File: config.mk
export PLATFORM = sky130hd
export DESIGN_NAME = dmem_ctrl_flat
export DESIGN_NICKNAME = d
export VERILOG_FILES = /design/src/rtl/dmem_ctrl_if.sv /design/src/rtl/dmem_ctrl.sv /design/src/flat_wrapper.sv
export SDC_FILE = /design/constraint.sdc
export NUM_CORES = 1
export LEC_CHECK = 0
export BUFFER_PORTS_ARGS = -buffer_cell sky130_fd_sc_hd__buf_2
export CAP_MARGIN = 30
export CORE_MARGIN = 1.5
export CORE_UTILIZATION = 30
export CTS_CLUSTER_DIAMETER = 100
export DETAILED_ROUTE_END_ITERATION = 8
export MAX_ROUTING_LAYER = met4
export PLACE_DENSITY_LB_ADDON = 0.25
export SETUP_SLACK_MARGIN = 0.2
export SLEW_MARGIN = 20
export SYNTH_ARGS = -nofsm -noshare
export SYNTH_HDL_FRONTEND = slang
export SYNTH_SLANG_ARGS = --single-unit
File: constraint.sdc
create_clock -name clk -period 1.9 [get_ports clk]
set_input_delay 0.38 -clock clk [delete_from_list [all_inputs] [get_ports clk]]
set_output_delay 0.38 -clock clk [all_outputs]
set_load 0.05 [all_outputs]
File: src/rtl/dmem_ctrl_if.sv
// SRAM bus between the data-memory controller and an asynchronous SRAM.
// The controller drives address, data, byte lanes and active-low strobes;
// the SRAM returns read data.
interface dmem_ctrl_if;
    logic [19:0] sram_addr_o;
    logic [31:0] sram_wdata_o;
    logic [31:0] sram_rdata_i;
    logic        sram_ce_n_o;
    logic        sram_oe_n_o;
    logic        sram_we_n_o;
    logic [3:0]  sram_be_n_o;

    modport master (
        output sram_addr_o,
        output sram_wdata_o,
        output sram_ce_n_o,
        output sram_oe_n_o,
        output sram_we_n_o,
        output sram_be_n_o,
        input  sram_rdata_i
    );

    modport slave (
        input  sram_addr_o,
        input  sram_wdata_o,
        input  sram_ce_n_o,
        input  sram_oe_n_o,
        input  sram_we_n_o,
        input  sram_be_n_o,
        output sram_rdata_i
    );
endinterface

File: src/rtl/dmem_ctrl.sv
// Data-memory stage controller: turns execute-stage load/store ops into a
// fixed-length SRAM access (WAIT_CYCLES clocks) while holding the pipeline,
// then hands the load result (or the untouched ALU result) to write-back.
// Optional feature: define DMEM_ALIGN_CHECK_EN to reject misaligned LW/SW
// with a one-cycle align_err_o pulse instead of accessing the SRAM.
module dmem_ctrl #(
    parameter int unsigned WAIT_CYCLES = 2
) (
    input  logic        clk,
    input  logic        rst,
    input  logic [7:0]  mem_op_i,
    input  logic [31:0] mem_addr_i,
    input  logic [31:0] mem_data_i,
    input  logic [31:0] wdata_i,
    input  logic [4:0]  waddr_i,
    input  logic        we_i,
    output logic [31:0] wdata_o,
    output logic [4:0]  waddr_o,
    output logic        we_o,
    output logic        stall_req_o,
    output logic        align_err_o,
    dmem_ctrl_if.master sram
);

    localparam logic [7:0] MEM_NOP = 8'h00;
    localparam logic [7:0] MEM_LB  = 8'h20;
    localparam logic [7:0] MEM_LW  = 8'h23;
    localparam logic [7:0] MEM_SB  = 8'h28;
    localparam logic [7:0] MEM_SW  = 8'h2B;

    localparam logic [3:0] LAST_CNT = 4'(WAIT_CYCLES);

    typedef enum logic [1:0] {
        IDLE   = 2'd0,
        ACCESS = 2'd1,
        DONE   = 2'd2
    } state_t;

    state_t      state_q, state_d;
    logic [3:0]  cnt_q, cnt_d;
    logic [7:0]  op_q;
    logic [21:0] addr_q;
    logic [31:0] data_q;
    logic [4:0]  waddr_q;
    logic        we_q;
    logic [31:0] rdata_q;

    logic        req_valid;
    logic        req_word;
    logic        misaligned;
    logic        latch_en;
    logic        capture_en;
    logic        load_q;
    logic [7:0]  load_byte;
    logic [31:0] load_result;
    logic        addr_hi_unused;

    assign addr_hi_unused = ^mem_addr_i[31:22];

    // Decode the incoming op; NOP and unknown codes are plain ALU results.
    always_comb begin
        req_valid = 1'b0;
        req_word  = 1'b0;
        case (mem_op_i)
            MEM_LB, MEM_SB: req_valid = 1'b1;
            MEM_LW, MEM_SW: begin
                req_valid = 1'b1;
                req_word  = 1'b1;
            end
            MEM_NOP: req_valid = 1'b0;
            default: req_valid = 1'b0;
        endcase
    end

`ifdef DMEM_ALIGN_CHECK_EN
    assign misaligned = req_word && (mem_addr_i[1:0] != 2'b00);
`else
    assign misaligned = 1'b0;
`endif

    assign load_q = (op_q == MEM_LB) || (op_q == MEM_LW);

    // Pick the addressed byte lane of the captured word and build the result.
    always_comb begin
        load_byte = 8'h00;
        case (addr_q[1:0])
            2'd0: load_byte = rdata_q[7:0];
            2'd1: load_byte = rdata_q[15:8];
            2'd2: load_byte = rdata_q[23:16];
            2'd3: load_byte = rdata_q[31:24];
            default: load_byte = 8'h00;
        endcase
        if (op_q == MEM_LB) begin
            load_result = {{24{load_byte[7]}}, load_byte};
        end else begin
            load_result = rdata_q;
        end
    end

    // State register, access counter and the request/read-data holding registers.
    always_ff @(posedge clk) begin
        if (rst) begin
            state_q <= IDLE;
            cnt_q   <= 4'd0;
            op_q    <= MEM_NOP;
            addr_q  <= 22'd0;
            data_q  <= 32'd0;
            waddr_q <= 5'd0;
            we_q    <= 1'b0;
            rdata_q <= 32'd0;
        end else begin
            state_q <= state_d;
            cnt_q   <= cnt_d;
            if (latch_en) begin
                op_q    <= mem_op_i;
                addr_q  <= mem_addr_i[21:0];
                data_q  <= mem_data_i;
                waddr_q <= waddr_i;
                we_q    <= we_i;
            end
            if (capture_en) begin
                rdata_q <= sram.sram_rdata_i;
            end
        end
    end

    // Next state: accept in IDLE, count WAIT_CYCLES access clocks, one DONE clock.
    always_comb begin
        state_d    = state_q;
        cnt_d      = cnt_q;
        latch_en   = 1'b0;
        capture_en = 1'b0;
        case (state_q)
            IDLE: begin
                if (req_valid && !misaligned) begin
                    state_d  = ACCESS;
                    cnt_d    = 4'd1;
                    latch_en = 1'b1;
                end
            end
            ACCESS: begin
                if (cnt_q >= LAST_CNT) begin
                    state_d    = DONE;
                    cnt_d      = 4'd0;
                    capture_en = load_q;
                end else begin
                    cnt_d = cnt_q + 4'd1;
                end
            end
            DONE: begin
                state_d = IDLE;
            end
            default: begin
                state_d = IDLE;
                cnt_d   = 4'd0;
            end
        endcase
    end

    // Outputs: pipeline hand-off and SRAM strobes; reset forces everything quiet.
    always_comb begin
        wdata_o           = wdata_i;
        waddr_o           = waddr_i;
        we_o              = we_i;
        stall_req_o       = 1'b0;
        align_err_o       = 1'b0;
        sram.sram_addr_o  = mem_addr_i[21:2];
        sram.sram_wdata_o = 32'd0;
        sram.sram_ce_n_o  = 1'b1;
        sram.sram_oe_n_o  = 1'b1;
        sram.sram_we_n_o  = 1'b1;
        sram.sram_be_n_o  = 4'b1111;
        case (state_q)
            IDLE: begin
                if (req_valid) begin
                    if (misaligned) begin
                        align_err_o = 1'b1;
                        if (mem_op_i == MEM_LW) begin
                            we_o = 1'b0;
                        end
                    end else begin
                        stall_req_o = 1'b1;
                        we_o        = 1'b0;
                    end
                end
            end
            ACCESS: begin
                stall_req_o      = 1'b1;
                we_o             = 1'b0;
                sram.sram_addr_o = addr_q[21:2];
                sram.sram_ce_n_o = 1'b0;
                if (load_q) begin
                    sram.sram_oe_n_o = 1'b0;
                    sram.sram_be_n_o = 4'b0000;
                end else if (op_q == MEM_SB) begin
                    sram.sram_we_n_o  = 1'b0;
                    sram.sram_wdata_o = {4{data_q[7:0]}};
                    sram.sram_be_n_o  = ~(4'b0001 << addr_q[1:0]);
                end else begin
                    sram.sram_we_n_o  = 1'b0;
                    sram.sram_wdata_o = data_q;
                    sram.sram_be_n_o  = 4'b0000;
                end
            end
            DONE: begin
                if (load_q) begin
                    wdata_o = load_result;
                    waddr_o = waddr_q;
                    we_o    = we_q;
                end
            end
            default: begin
                stall_req_o = 1'b0;
            end
        endcase
        if (rst) begin
            wdata_o           = 32'd0;
            waddr_o           = 5'd0;
            we_o              = 1'b0;
            stall_req_o       = 1'b0;
            align_err_o       = 1'b0;
            sram.sram_addr_o  = 20'd0;
            sram.sram_wdata_o = 32'd0;
            sram.sram_ce_n_o  = 1'b1;
            sram.sram_oe_n_o  = 1'b1;
            sram.sram_we_n_o  = 1'b1;
            sram.sram_be_n_o  = 4'b1111;
        end
    end

endmodule

File: src/flat_wrapper.sv
// flat-port wrapper written by rule: the top's interface ports become plain ports
module dmem_ctrl_flat 
#(
    parameter int unsigned WAIT_CYCLES = 2
)
  (clk, rst, mem_op_i, mem_addr_i, mem_data_i, wdata_i, waddr_i, we_i, wdata_o, waddr_o, we_o, stall_req_o, align_err_o, sram_sram_addr_o, sram_sram_wdata_o, sram_sram_ce_n_o, sram_sram_oe_n_o, sram_sram_we_n_o, sram_sram_be_n_o, sram_sram_rdata_i);
  dmem_ctrl_if sram_i ();
  input  logic clk;
  input  logic rst;
  input  logic [7:0] mem_op_i;
  input  logic [31:0] mem_addr_i;
  input  logic [31:0] mem_data_i;
  input  logic [31:0] wdata_i;
  input  logic [4:0] waddr_i;
  input  logic we_i;
  output logic [31:0] wdata_o;
  output logic [4:0] waddr_o;
  output logic we_o;
  output logic stall_req_o;
  output logic align_err_o;
  output wire logic [$bits(sram_i.sram_addr_o)-1:0] sram_sram_addr_o;
  output wire logic [$bits(sram_i.sram_wdata_o)-1:0] sram_sram_wdata_o;
  output wire logic [$bits(sram_i.sram_ce_n_o)-1:0] sram_sram_ce_n_o;
  output wire logic [$bits(sram_i.sram_oe_n_o)-1:0] sram_sram_oe_n_o;
  output wire logic [$bits(sram_i.sram_we_n_o)-1:0] sram_sram_we_n_o;
  output wire logic [$bits(sram_i.sram_be_n_o)-1:0] sram_sram_be_n_o;
  input wire logic [$bits(sram_i.sram_rdata_i)-1:0] sram_sram_rdata_i;
  assign sram_sram_addr_o = sram_i.sram_addr_o;
  assign sram_sram_wdata_o = sram_i.sram_wdata_o;
  assign sram_sram_ce_n_o = sram_i.sram_ce_n_o;
  assign sram_sram_oe_n_o = sram_i.sram_oe_n_o;
  assign sram_sram_we_n_o = sram_i.sram_we_n_o;
  assign sram_sram_be_n_o = sram_i.sram_be_n_o;
  assign sram_i.sram_rdata_i = sram_sram_rdata_i;
  dmem_ctrl #(.WAIT_CYCLES(WAIT_CYCLES)) u_core (.clk(clk), .rst(rst), .mem_op_i(mem_op_i), .mem_addr_i(mem_addr_i), .mem_data_i(mem_data_i), .wdata_i(wdata_i), .waddr_i(waddr_i), .we_i(we_i), .wdata_o(wdata_o), .waddr_o(waddr_o), .we_o(we_o), .stall_req_o(stall_req_o), .align_err_o(align_err_o), .sram(sram_i));
endmodule
# Yosys cells after proc, flatten, opt, wreduce, memory -nomap -nowiden
# Cells that the tools add are included.
[totals]
inputBits = 144
wordCells = 76
memories = 0
register_bits = 106
ram_bits = 0
romBits = 0
latch_bits = 0
[classes]
n_div = 0
n_reduce_logical = 6
muxes = 43
n_addsub = 1
n_eq_ne = 14
n_bitwise = 2
magnitude_cmp = 1
n_shift = 1
n_mul = 0
[op_table]
columns = ["op", "count"]
rows = [
  ["$mux W32", 8],
  ["$eq A8 B6 Y1 const B", 7],
  ["$mux W20", 2],
  ["$pmux W8 S4", 1],
  ["$mux W4", 6],
  ["$mux W1", 17],
  ["$mux W5", 3],
  ["$pmux W4 S3", 1],
  ["$eq A2 B2 Y1 const B", 3],
  ["$add A4 B1 Y4 const B", 1],
  ["$eq A2 B1 Y1 const B", 2],
  ["$ge A4 B2 Y1 const B", 1],
  ["$logic_not A2 Y1", 2],
  ["$mux W2", 2],
  ["$ne A2 B1 Y1 const B", 2],
  ["$not A4 Y4", 1],
  ["$pmux W2 S2", 1],
  ["$reduce_and A2 Y1", 2],
  ["$reduce_or A4 Y1", 1],
  ["$shl A1 B2 Y4 const A", 1],
  ["$pmux W1 S3", 1],
  ["$pmux W1 S2", 1],
  ["$logic_or A1 B1 Y1", 1],
  ["$not A1 Y1", 1],
]

# Longest topological paths before layout
# Gate-level depths: netlist (run 1).
[logic_depth]
depth_word = 6
ltp_mapped = 7
ltp_nobuf = 6

# Worst setup path before layout (run 1)
# No wires, ideal clock.
[synth_path]
path_kind = "reg-to-output"
startpoint = "register u_core.op_q[2]"
endpoint = "output port wdata_o[0]"
t_arrival_ns = 2.366
slack_ns = -0.846
path_stages_with_launch = 5
path_cell_list = "dfxtp_1 nor4b_4 nand4_1 or2_1 o21ai_0"
[synth_via]
elab_chain_len = 5
word_cells_on_any_way = 7
classes_between = "eq/ne (2); mux (4); reduce/logical (1)"
[synth_lines]
columns = ["element", "line_no", "rtl"]
rows = [
  ["start: declaration", "dmem_ctrl.sv:41", "logic [7:0] op_q;"],
  ["start signal: assignment", "dmem_ctrl.sv:115", "op_q <= mem_op_i;"],
  ["$eq A8 B6 Y1, on equally long branches", "dmem_ctrl.sv:81, dmem_ctrl.sv:93", ""],
  ["$mux W32 or $logic_or A1 B1 Y1 (tied branches)", "dmem_ctrl.sv:93, dmem_ctrl.sv:81", ""],
  ["$mux W32 *", "dmem_ctrl.sv:206", "if (load_q) begin"],
  ["$mux W32 *", "dmem_ctrl.sv:173", "case (state_q)"],
  ["$mux W32 *", "dmem_ctrl.sv:216", "if (rst) begin"],
  ["end: declaration", "flat_wrapper.sv:16", "output logic [31:0] wdata_o;"],
]
# Every way passes the cells marked *; elsewhere a longest branch is shown, timed or not.

# Worst setup path in the final report (run 1)
[layout_path]
startpoint = "register u_core.addr_q[0]"
endpoint = "output port wdata_o[10]"
[layout_via]
elab_chain_len = 6
word_cells_on_any_way = 9
classes_between = "eq/ne (3); mux (5); reduce/logical (1)"
[layout_lines]
columns = ["element", "line_no", "rtl"]
rows = [
  ["start: declaration", "dmem_ctrl.sv:42", "logic [21:0] addr_q;"],
  ["start signal: assignment", "dmem_ctrl.sv:116", "addr_q <= mem_addr_i[21:0];"],
  ["$eq A2 B2 Y1, or another cell as far along", "dmem_ctrl.sv:86", "case (addr_q[1:0])"],
  ["$pmux W8 S4 *", "dmem_ctrl.sv:86", ""],
  ["$mux W32 *", "dmem_ctrl.sv:93", "if (op_q == MEM_LB) begin"],
  ["$mux W32 *", "dmem_ctrl.sv:206", ""],
  ["$mux W32 *", "dmem_ctrl.sv:173", ""],
  ["$mux W32 *", "dmem_ctrl.sv:216", ""],
]
# Marks and branches as above.

==> impl_metrics.yaml, run 1 <==
timing:
  hold_violations: 0
  finalClockSkew_ps: 6.19
  worst_pin_slew_ps: 545
  hold_ws_ps: 251
  slew_headroom_pct: 63.6
  fin_crit_ps: 2340
  rsz0062_at_grt: "yes"
  tns_ps: -36560
  max_freq_mhz: 428
  setup_viol: 152
  final.setup.worst_slack_ps: -437
  drv_slew: 0
  min_period_over_period_pct: 123
place:
  dpl.hpwl_mm: 13.6
  dp.cells: 1228
  gp_congestion: 0.856
  pre_cts_ws_ps: -214
  io_buffers: 231
synthesis:
  syn-num-nets: 909
  async_reset_ff_share_pct: 0
  synth_area_sq_um: 5640
  ys_ff_latch: 106
  synth_edf_count: 0
  synthTopCellsByCount: "228 x nand2_1, 135 x a21oi_1, 106 x dfxtp_1, 66 x nand2b_1, 45 x mux2i_1"
  synth_top_area_cell: "dfxtp_1"
  yosysMostFrequentCell: "nand2_1"
  synth_area_leaders: "dfxtp_1 38%, nand2_1 15%, a21oi_1 12%"
  seq_area_frac_synth_pct: 37.6
  synth.distinct_cells: 41
  synth_top_area_share_pct: 37.6
  syn_inst: 763
  synth.avg_cell_area_sq_um: 7.40
  ys.warnings.count: 0
  synth_ff_type: "dfxtp_1"
setup_path:
  endpoint: "wdata_o[10]"
  slowest_stage: "mux4_2"
  cp_top_family: "multiplexers"
  crit_path_cell_trace: "mux4_2 > and2_4 > buf_16 > a21oi_2 > o21ai_4 > buf_6"
  critical-path-max-stage-delay_ps: 500
  cp.arrival_ps: 1960
  path_max_fanout: 6
  path_buf_inv: 2
  start_kind: "flop"
  crit_cells: 6
  startpoint: "u_core.addr_q[0]"
  crit_path_end_kind: "primary output"
  reg2regPathDepth: 11
  regToRegSetupSlack_ps: -250
  worstSetupPathType: "flop to primary output"
  r2r-end: "u_core.rdata_q[17]"
  timing.rr.start: "u_core.op_q[4]"
  cp.required_ps: 1520
floorplanning:
  die-width_microns: 140
  core_sq_um: 18200
  dieArea_sq_um: 19600
  die_y_microns: 140
  io_pins: 243
  initial_core_util_pct: 31.0
  placementRows: 49
cts:
  htreeDepth: 3
  cts_buffers: 9
  holdBufCountCts: 0
  worstSkewPairLatency_ps: 360
  cts_tree: "built"
  root_buffer: "clkbuf_16"
  cts_sinks: 106
  cts.clk_slew.worst_paths_ps: 70
  clockBufferDepth: 2
final_layout:
  drive_above_1_share_pct: 66.8
  regArea_sq_um: 2140
  n_fill_cell: 1339
  nNetsFinal: 1214
  post_layout_nonfiller_instances: 1305
  syn_to_final_growth_pct: 110
  multi_input_comb_area_sq_um: 5470
  final_util_pct: 65.0
detailed_routing:
  wl_met2_mm: 12.3
  drt-total-wl_mm: 24.4
  vias: 6696
  drtPass1Iterations: 4
  wl_met1_mm: 9.97
  wl_per_cell_microns: 18.7
  drc_errors: 0
  top_layer_used: "met4"
  ant_nets: 0
  route.met3.wl_mm: 1.36
  viasPerCell: 5.13
  drt-initial-drc-count: 322
global_routing:
  grt_start_max_net_pins: 65
  grt_overflow: 0
  grtUsageTotal_pct: 22.1
  grt_pass1_vias: 6345
  grt_first_pass_wirelength_mm: 33.1
  antenna_found_initial: 3
flow_run:
  max_cap_violations: 0
status:
  failed_checks: "negative setup slack"
  outcome: "finished, violations left"
pwr:
  ir_drop_v: 0.000431
  p_leak_nw: 4.75
  power.density_nw_per_um2: 456
min_path:
  hold_path_class: "input port to flop"
registers in the layout (all words and copies together), names as in the netlist:
name,count
u_core.waddr_q,5
u_core.data_q,32
u_core.op_q,8
u_core.we_q,1
u_core.rdata_q,32
u_core.cnt_q,4
u_core.addr_q,22
u_core.state_q,2
metrics by stage:
| step | area (sq um) | power, mW |
|---|---|---|
| 6_report | 11800 | 5.40 |
| 2_1_floorplan | 6750 | 2.84 |
| 5_1_grt | 11800 | 5.57 |
| 4_1_cts | 10500 | 5.32 |
| 3_3_place_gp | 8450 | 3.10 |
| 3_5_place_dp | 8450 | 3.10 |
area by class of cell:
type,count,share of cell area (%)
Multi-Input combinational cell,592,46.2
Timing Repair Buffer,357,30.4
Sequential cell,106,18.0
Tap cell,229,2.42
Clock buffer,10,2.02
Clock inverter,6,0.761
Inverter,2,0.0634
Antenna cell,3,0.0634
cells by family after synthesis:
logic type,Yosys count,synth area share (%)
AND/OR/NAND/NOR,352,29.4
AO/OA/AOI/OAI,180,16.6
flip-flops,106,37.6
buffers and inverters,66,5.61
multiplexers,54,9.98
adder cells (fa/ha/maj),2,0.443
XOR/XNOR,2,0.310
other,1,0.0664
placed cells by master, fill, tap and decap left out, types with 39 or more instances in the layout:
cell      instances
buf_2           133
buf_6           123
nand2_1         102
dfxtp_1          97
a21oi_4          68
nand2_4          67
nand2b_1         64
nand2_2          58
a21oi_2          52
buf_4            40
mux2i_1          39
worst min path at each step:
stage	start	endpoint	slack, ps	cells after the start
final	mem_op_i[3]	u_core.op_q[3]	250	3
after global routing	mem_op_i[3]	u_core.op_q[3]	250	3
after CTS	mem_op_i[3]	u_core.op_q[3]	240	3
after detailed placement	u_core.addr_q[8]	u_core.addr_q[8]	450	2
after global placement	u_core.we_q	u_core.we_q	440	2
after floorplan	u_core.waddr_q[0]	u_core.waddr_q[0]	440	2
worst reg2reg max path, delay by kind of cell, from the launching register on:
kind / cells / cell delay, ps
buffers and inverters: 7 / 930
flip-flops: 1 / 340
multiplexers: 1 / 230
AND/OR/NAND/NOR: 3 / 570
metal layers:
layer	global-route usage [%]	vias up
met5	-	-
met4	9.47	0
met3	4.48	56
met2	37.0	255
met1	25.8	3209
li1	-	3176
where the power goes:
part / total [mW] / leakage (nW) / switching, mW / internal (mW)
logic: 1.05 / 3.73 / 0.615 / 0.431
clock network: 2.11 / 0.159 / 0.917 / 1.20
registers: 2.24 / 0.859 / 0.0118 / 2.23
what timing repair did:
action	CTS	global route
gates resized for setup	354	263
setup endpoints to repair	188	198
gates cloned	16	15
setup buffers	15	12
pin swaps	18	115
Power figures use the tool's default switching activity.
==> inputs of run 2 (changes only) <==
--- a/config.mk
+++ b/config.mk
@@ -11,2 +11,3 @@
 export CORE_UTILIZATION = 30
+export CTS_BUF_LIST = sky130_fd_sc_hd__clkbuf_4 sky130_fd_sc_hd__clkbuf_8
 export CTS_CLUSTER_DIAMETER = 100
--- a/constraint.sdc
+++ b/constraint.sdc
@@ -3,2 +3,2 @@
 set_output_delay 0.38 -clock clk [all_outputs]
-set_load 0.05 [all_outputs]
+set_load 0.02 [all_outputs]
==> impl_metrics.yaml, run 2 (same netlist as run 1, synthesis figures left out) <==
pwr:
  power.density_nw_per_um2: 422
  p_leak_nw: 4.57
  ir_drop_v: 0.000401
setup_path:
  worstSetupPathType: "flop to primary output"
  crit_path_cell_trace: "mux4_2 > and2_4 > a21oi_2 > o21ai_4 > buf_6"
  startpoint: "u_core.addr_q[0]"
  start_kind: "flop"
  regToRegSetupSlack_ps: -160
  slowest_stage: "mux4_2"
  r2r-end: "u_core.rdata_q[5]"
  crit_path_end_kind: "primary output"
  timing.rr.start: "u_core.op_q[3]"
  reg2regPathDepth: 10
  path_max_fanout: 12
  critical-path-max-stage-delay_ps: 560
  cp.arrival_ps: 1950
  cp.required_ps: 1520
detailed_routing:
  viasPerCell: 5.02
  drc_errors: 0
  drtPass1Iterations: 4
  drt-initial-drc-count: 238
  ant_nets: 0
  vias: 6429
  drt-total-wl_mm: 22.6
  wl_per_cell_microns: 17.6
final_layout:
  regArea_sq_um: 2140
  multi_input_comb_area_sq_um: 5080
  largest_registers: "u_core.data_q (32), u_core.rdata_q (32), u_core.addr_q (22)"
  layout_common_cells: "144 x nand2_1, 138 x buf_2, 102 x a21oi_2, 102 x buf_6, 97 x dfxtp_1"
  drive_above_1_share_pct: 63.0
  layout_commonest_cell: "nand2_1"
  nNetsFinal: 1191
  post_layout_nonfiller_instances: 1281
  syn_to_final_growth_pct: 90.8
  n_fill_cell: 1526
timing:
  finalClockSkew_ps: 12.4
  rsz0062_at_grt: "yes"
  min_period_over_period_pct: 122
  fin_crit_ps: 2330
  hold_ws_ps: 210
  drv_slew: 0
  final.setup.worst_slack_ps: -426
  hold_violations: 0
  setup_viol: 175
  max_freq_mhz: 430
place:
  dpl.hpwl_mm: 13.0
  gp_congestion: 0.811
  io_buffers: 231
  pre_cts_ws_ps: -86.1
  dp.cells: 1206
min_path:
  whs_path_depth: 3
  hold_path_class: "input port to flop"
  hold_start: "mem_data_i[25]"
  hold_end: "u_core.data_q[25]"
cts:
  htreeDepth: 3
  worstSkewPairLatency_ps: 390
  cts_sinks: 106
  cts_tree: "built"
  cts_buffers: 9
  cts.clk_slew.worst_paths_ps: 120
  clockBufferDepth: 2
  root_buffer: "clkbuf_8"
global_routing:
  antenna_found_initial: 2
  grt_overflow: 0
  grt_first_pass_wirelength_mm: 30.3
  grtUsageTotal_pct: 20.1
  grt_pass1_vias: 5684
  grt_start_max_net_pins: 92
floorplanning:
  dieArea_sq_um: 19600
  die_y_microns: 140
  io_pins: 243
  die-width_microns: 140
  placementRows: 49
  core_sq_um: 18200
  initial_core_util_pct: 31.0
flow_run:
  max_cap_violations: 0
status:
  outcome: "finished, violations left"
  failed_checks: "negative setup slack"
run 2: worst max-delay path: cells and delay by family, from the launching register on:
kind / cells / cell delay (ps)
and+or+nand+nor: 1 / 240
AOI/OAI and AO/OA: 2 / 270
buffers and inverters: 1 / 130
DFF: 1 / 370
muxes: 1 / 560
run 2: layout make-up:
type	instances	share of cell area, %
antenna	2	0.0465
clock buffer	9	1.15
clock inverter	7	0.721
inverter	2	0.0930
multi-input combinational	596	47.2
sequential	106	19.9
tap	229	2.66
timing repair buffer	330	28.3
run 2: layer usage:
metal	track usage (%)	vias to the layer above	part of all wire [%]
met4	6.15	0	2.0
li1	-	3125	-
met1	25.3	3065	43
met2	33.0	211	51
met3	3.45	28	4.6
met5	-	-	0
run 2: where the power goes:
group / internal (mW) / leakage (nW) / switching [mW] / total (mW)
Clock: 0.623 / 0.100 / 0.875 / 1.50
Sequential: 2.23 / 0.859 / 0.0107 / 2.24
Combinational: 0.381 / 3.61 / 0.425 / 0.806
run 2: timing repair:
action | in CTS | in global routing
setup buffers | 14 | 17
pin swaps | 14 | 150
cloned | 13 | 13
hold buffers | 0 | 0
endpoints found under the setup margin | 174 | 200
gates resized for setup | 138 | 409
run 2: worst max path at each step:
stage                     slack, ps  cells after the start     endpoint
after floorplan                   4                      4   wdata_o[0]
after global placement          -70                      6   wdata_o[6]
after detailed placement        -90                      6   wdata_o[6]
after CTS                      -440                      8   wdata_o[5]
after global routing           -480                      5  wdata_o[16]
final                          -430                      5  wdata_o[28]
run 2: stage by stage:
step | total power [mW] | TNS, ps | cell area, sq um | utilization [%]
floorplan | 2.61 | 0 | 6210 | -
global placement | 2.87 | -173 | 7730 | 42.5
detailed placement | 2.87 | -226 | 7730 | 42.5
CTS | 4.42 | -35530 | 8790 | 48.3
global route | 4.72 | -51070 | 10800 | 59.1
finish | 4.55 | -37140 | 10800 | 59.1
==> inputs of run 3 (changes only) <==
Settings changed: REMOVE_ABC_BUFFERS from default to 1.
Clock period 1.9 ns to 2.4 ns, I/O delays scaled along.
==> impl_metrics.yaml, run 3 (same netlist as run 1, synthesis figures left out) <==
status:
  outcome: "finished, violations left"
  failed_checks: "negative setup slack"
final_layout:
  layout_commonest_cell: "nand2_1"
  nNetsFinal: 1135
  multi_input_comb_area_sq_um: 3570
  n_fill_cell: 1859
  layout_common_cells: "226 x nand2_1, 177 x buf_2, 105 x a21oi_1"
  n_antenna_cell: 0
  final_area_sq_um: 8230
  drive_above_1_share_pct: 38.2
  regArea_sq_um: 2140
  post_layout_nonfiller_instances: 1223
  largest_registers: "u_core.data_q (32), u_core.rdata_q (32), u_core.addr_q (22)"
  syn_to_final_growth_pct: 45.8
setup_path:
  cp.required_ps: 1920
  reg2regPathDepth: 7
  cp.arrival_ps: 1970
  crit_path_end_kind: "primary output"
  start_kind: "flop"
  path_max_fanout: 6
  worstSetupPathType: "flop to primary output"
global_routing:
  grt_start_max_net_pins: 117
  grt_overflow: 0
  grt_first_pass_wirelength_mm: 28.6
  grtUsageTotal_pct: 18.6
  antenna_found_initial: 0
  grt_pass1_vias: 5513
pwr:
  power.density_nw_per_um2: 438
  ir_drop_v: 0.000233
  p_leak_nw: 3.27
timing:
  fin_crit_ps: 2450
  tns_ps: -293
  rsz0062_at_grt: "yes"
  max_freq_mhz: 409
  final.setup.worst_slack_ps: -45.9
  drv_slew: 0
  setup_viol: 21
  hold_violations: 0
  finalClockSkew_ps: 5.90
  min_period_over_period_pct: 102
floorplanning:
  initial_core_util_pct: 31.0
  die_y_microns: 140
  io_pins: 243
  placementRows: 49
  die-width_microns: 140
  dieArea_sq_um: 19600
  core_sq_um: 18200
place:
  dp.cells: 1187
  pre_cts_ws_ps: 189
  place_area_sq_um: 7090
  io_buffers: 231
  gp_congestion: 0.804
  dpl.hpwl_mm: 12.2
min_path:
  hold_path_class: "input port to flop"
  whs_path_depth: 3
cts:
  root_buffer: "clkbuf_8"
  cts.clk_slew.worst_paths_ps: 100
  cts_sinks: 106
  worstSkewPairLatency_ps: 380
  cts_tree: "built"
  clockBufferDepth: 2
  cts_buffers: 9
  htreeDepth: 3
  holdBufCountCts: 0
flow_run:
  max_cap_violations: 0
detailed_routing:
  drc_errors: 0
  ant_nets: 0
  vias: 5908
  drtPass1Iterations: 4
  drt-initial-drc-count: 342
  viasPerCell: 4.83
  drt-total-wl_mm: 18.5
  wl_per_cell_microns: 15.1
## run 3: cell types whose count changed in the layout (fill, tap and decap cells not counted), sizes merged
cell / delta
buf: -46
clkbuf: -4
clkinv: -3
nand2: -3
and2: -2
bufinv: +2
diode: -2
clkinvlp: +1
inv: -1
## run 3: worst max-delay path, stage by stage, from the launching register on
cell and delay (ps):
dfxtp_2 360, mux4_2 490, and2_4 200, clkbuf_16 170, a21oi_2 120, o21ai_0 80, buf_2 160
## run 3: report_power, final
group	leakage, nW	total (mW)	switching, mW	internal [mW]
Clock	0.117	1.37	0.661	0.709
Sequential	0.859	1.77	0.00623	1.77
Combinational	2.29	0.462	0.247	0.216
## run 3: per-layer routing
layer	share of wire [%]	up-vias	global-route usage [%]
met5	0	-	-
met1	47	2781	23.8
met4	0.82	0	5.10
met3	3.3	10	2.43
li1	-	2986	-
met2	49	131	31.0
## run 3: path summary, 6_finish.rpt
path,from,to,slack [ps]
max,u_core.addr_q[0],wdata_o[29],-50
max reg2reg,u_core.op_q[3],u_core.rdata_q[1],500
min,mem_op_i[3],u_core.op_q[3],320
min reg2reg,u_core.data_q[27],u_core.data_q[27],460
## run 3: per-stage QoR
stage | power [mW] | hold WS, ps | util [%]
2_1_floorplan | 2.00 | 430 | -
3_3_place_gp | 2.23 | 442 | 38.9
3_5_place_dp | 2.24 | 447 | 38.9
4_1_cts | 3.64 | 303 | 43.4
5_1_grt | 3.76 | 300 | 45.2
6_report | 3.60 | 321 | 45.2
## run 3: layout make-up
class                      instances  area share (%)
multi-input combinational        591            43.4
tap                              229            3.48
timing repair buffer             279            24.1
clock inverter                     6            1.38
inverter                           2          0.0912
sequential                       106            26.0
clock buffer                      10            1.60
## run 3: timing repair
action | in CTS | in global routing
hold endpoints to repair | 0 | 0
endpoints found under the setup margin | 97 | 83
cloned | 3 | 4
pin swaps | 10 | 10
buffers inserted | 9 | 4
resized for setup | 142 | 68
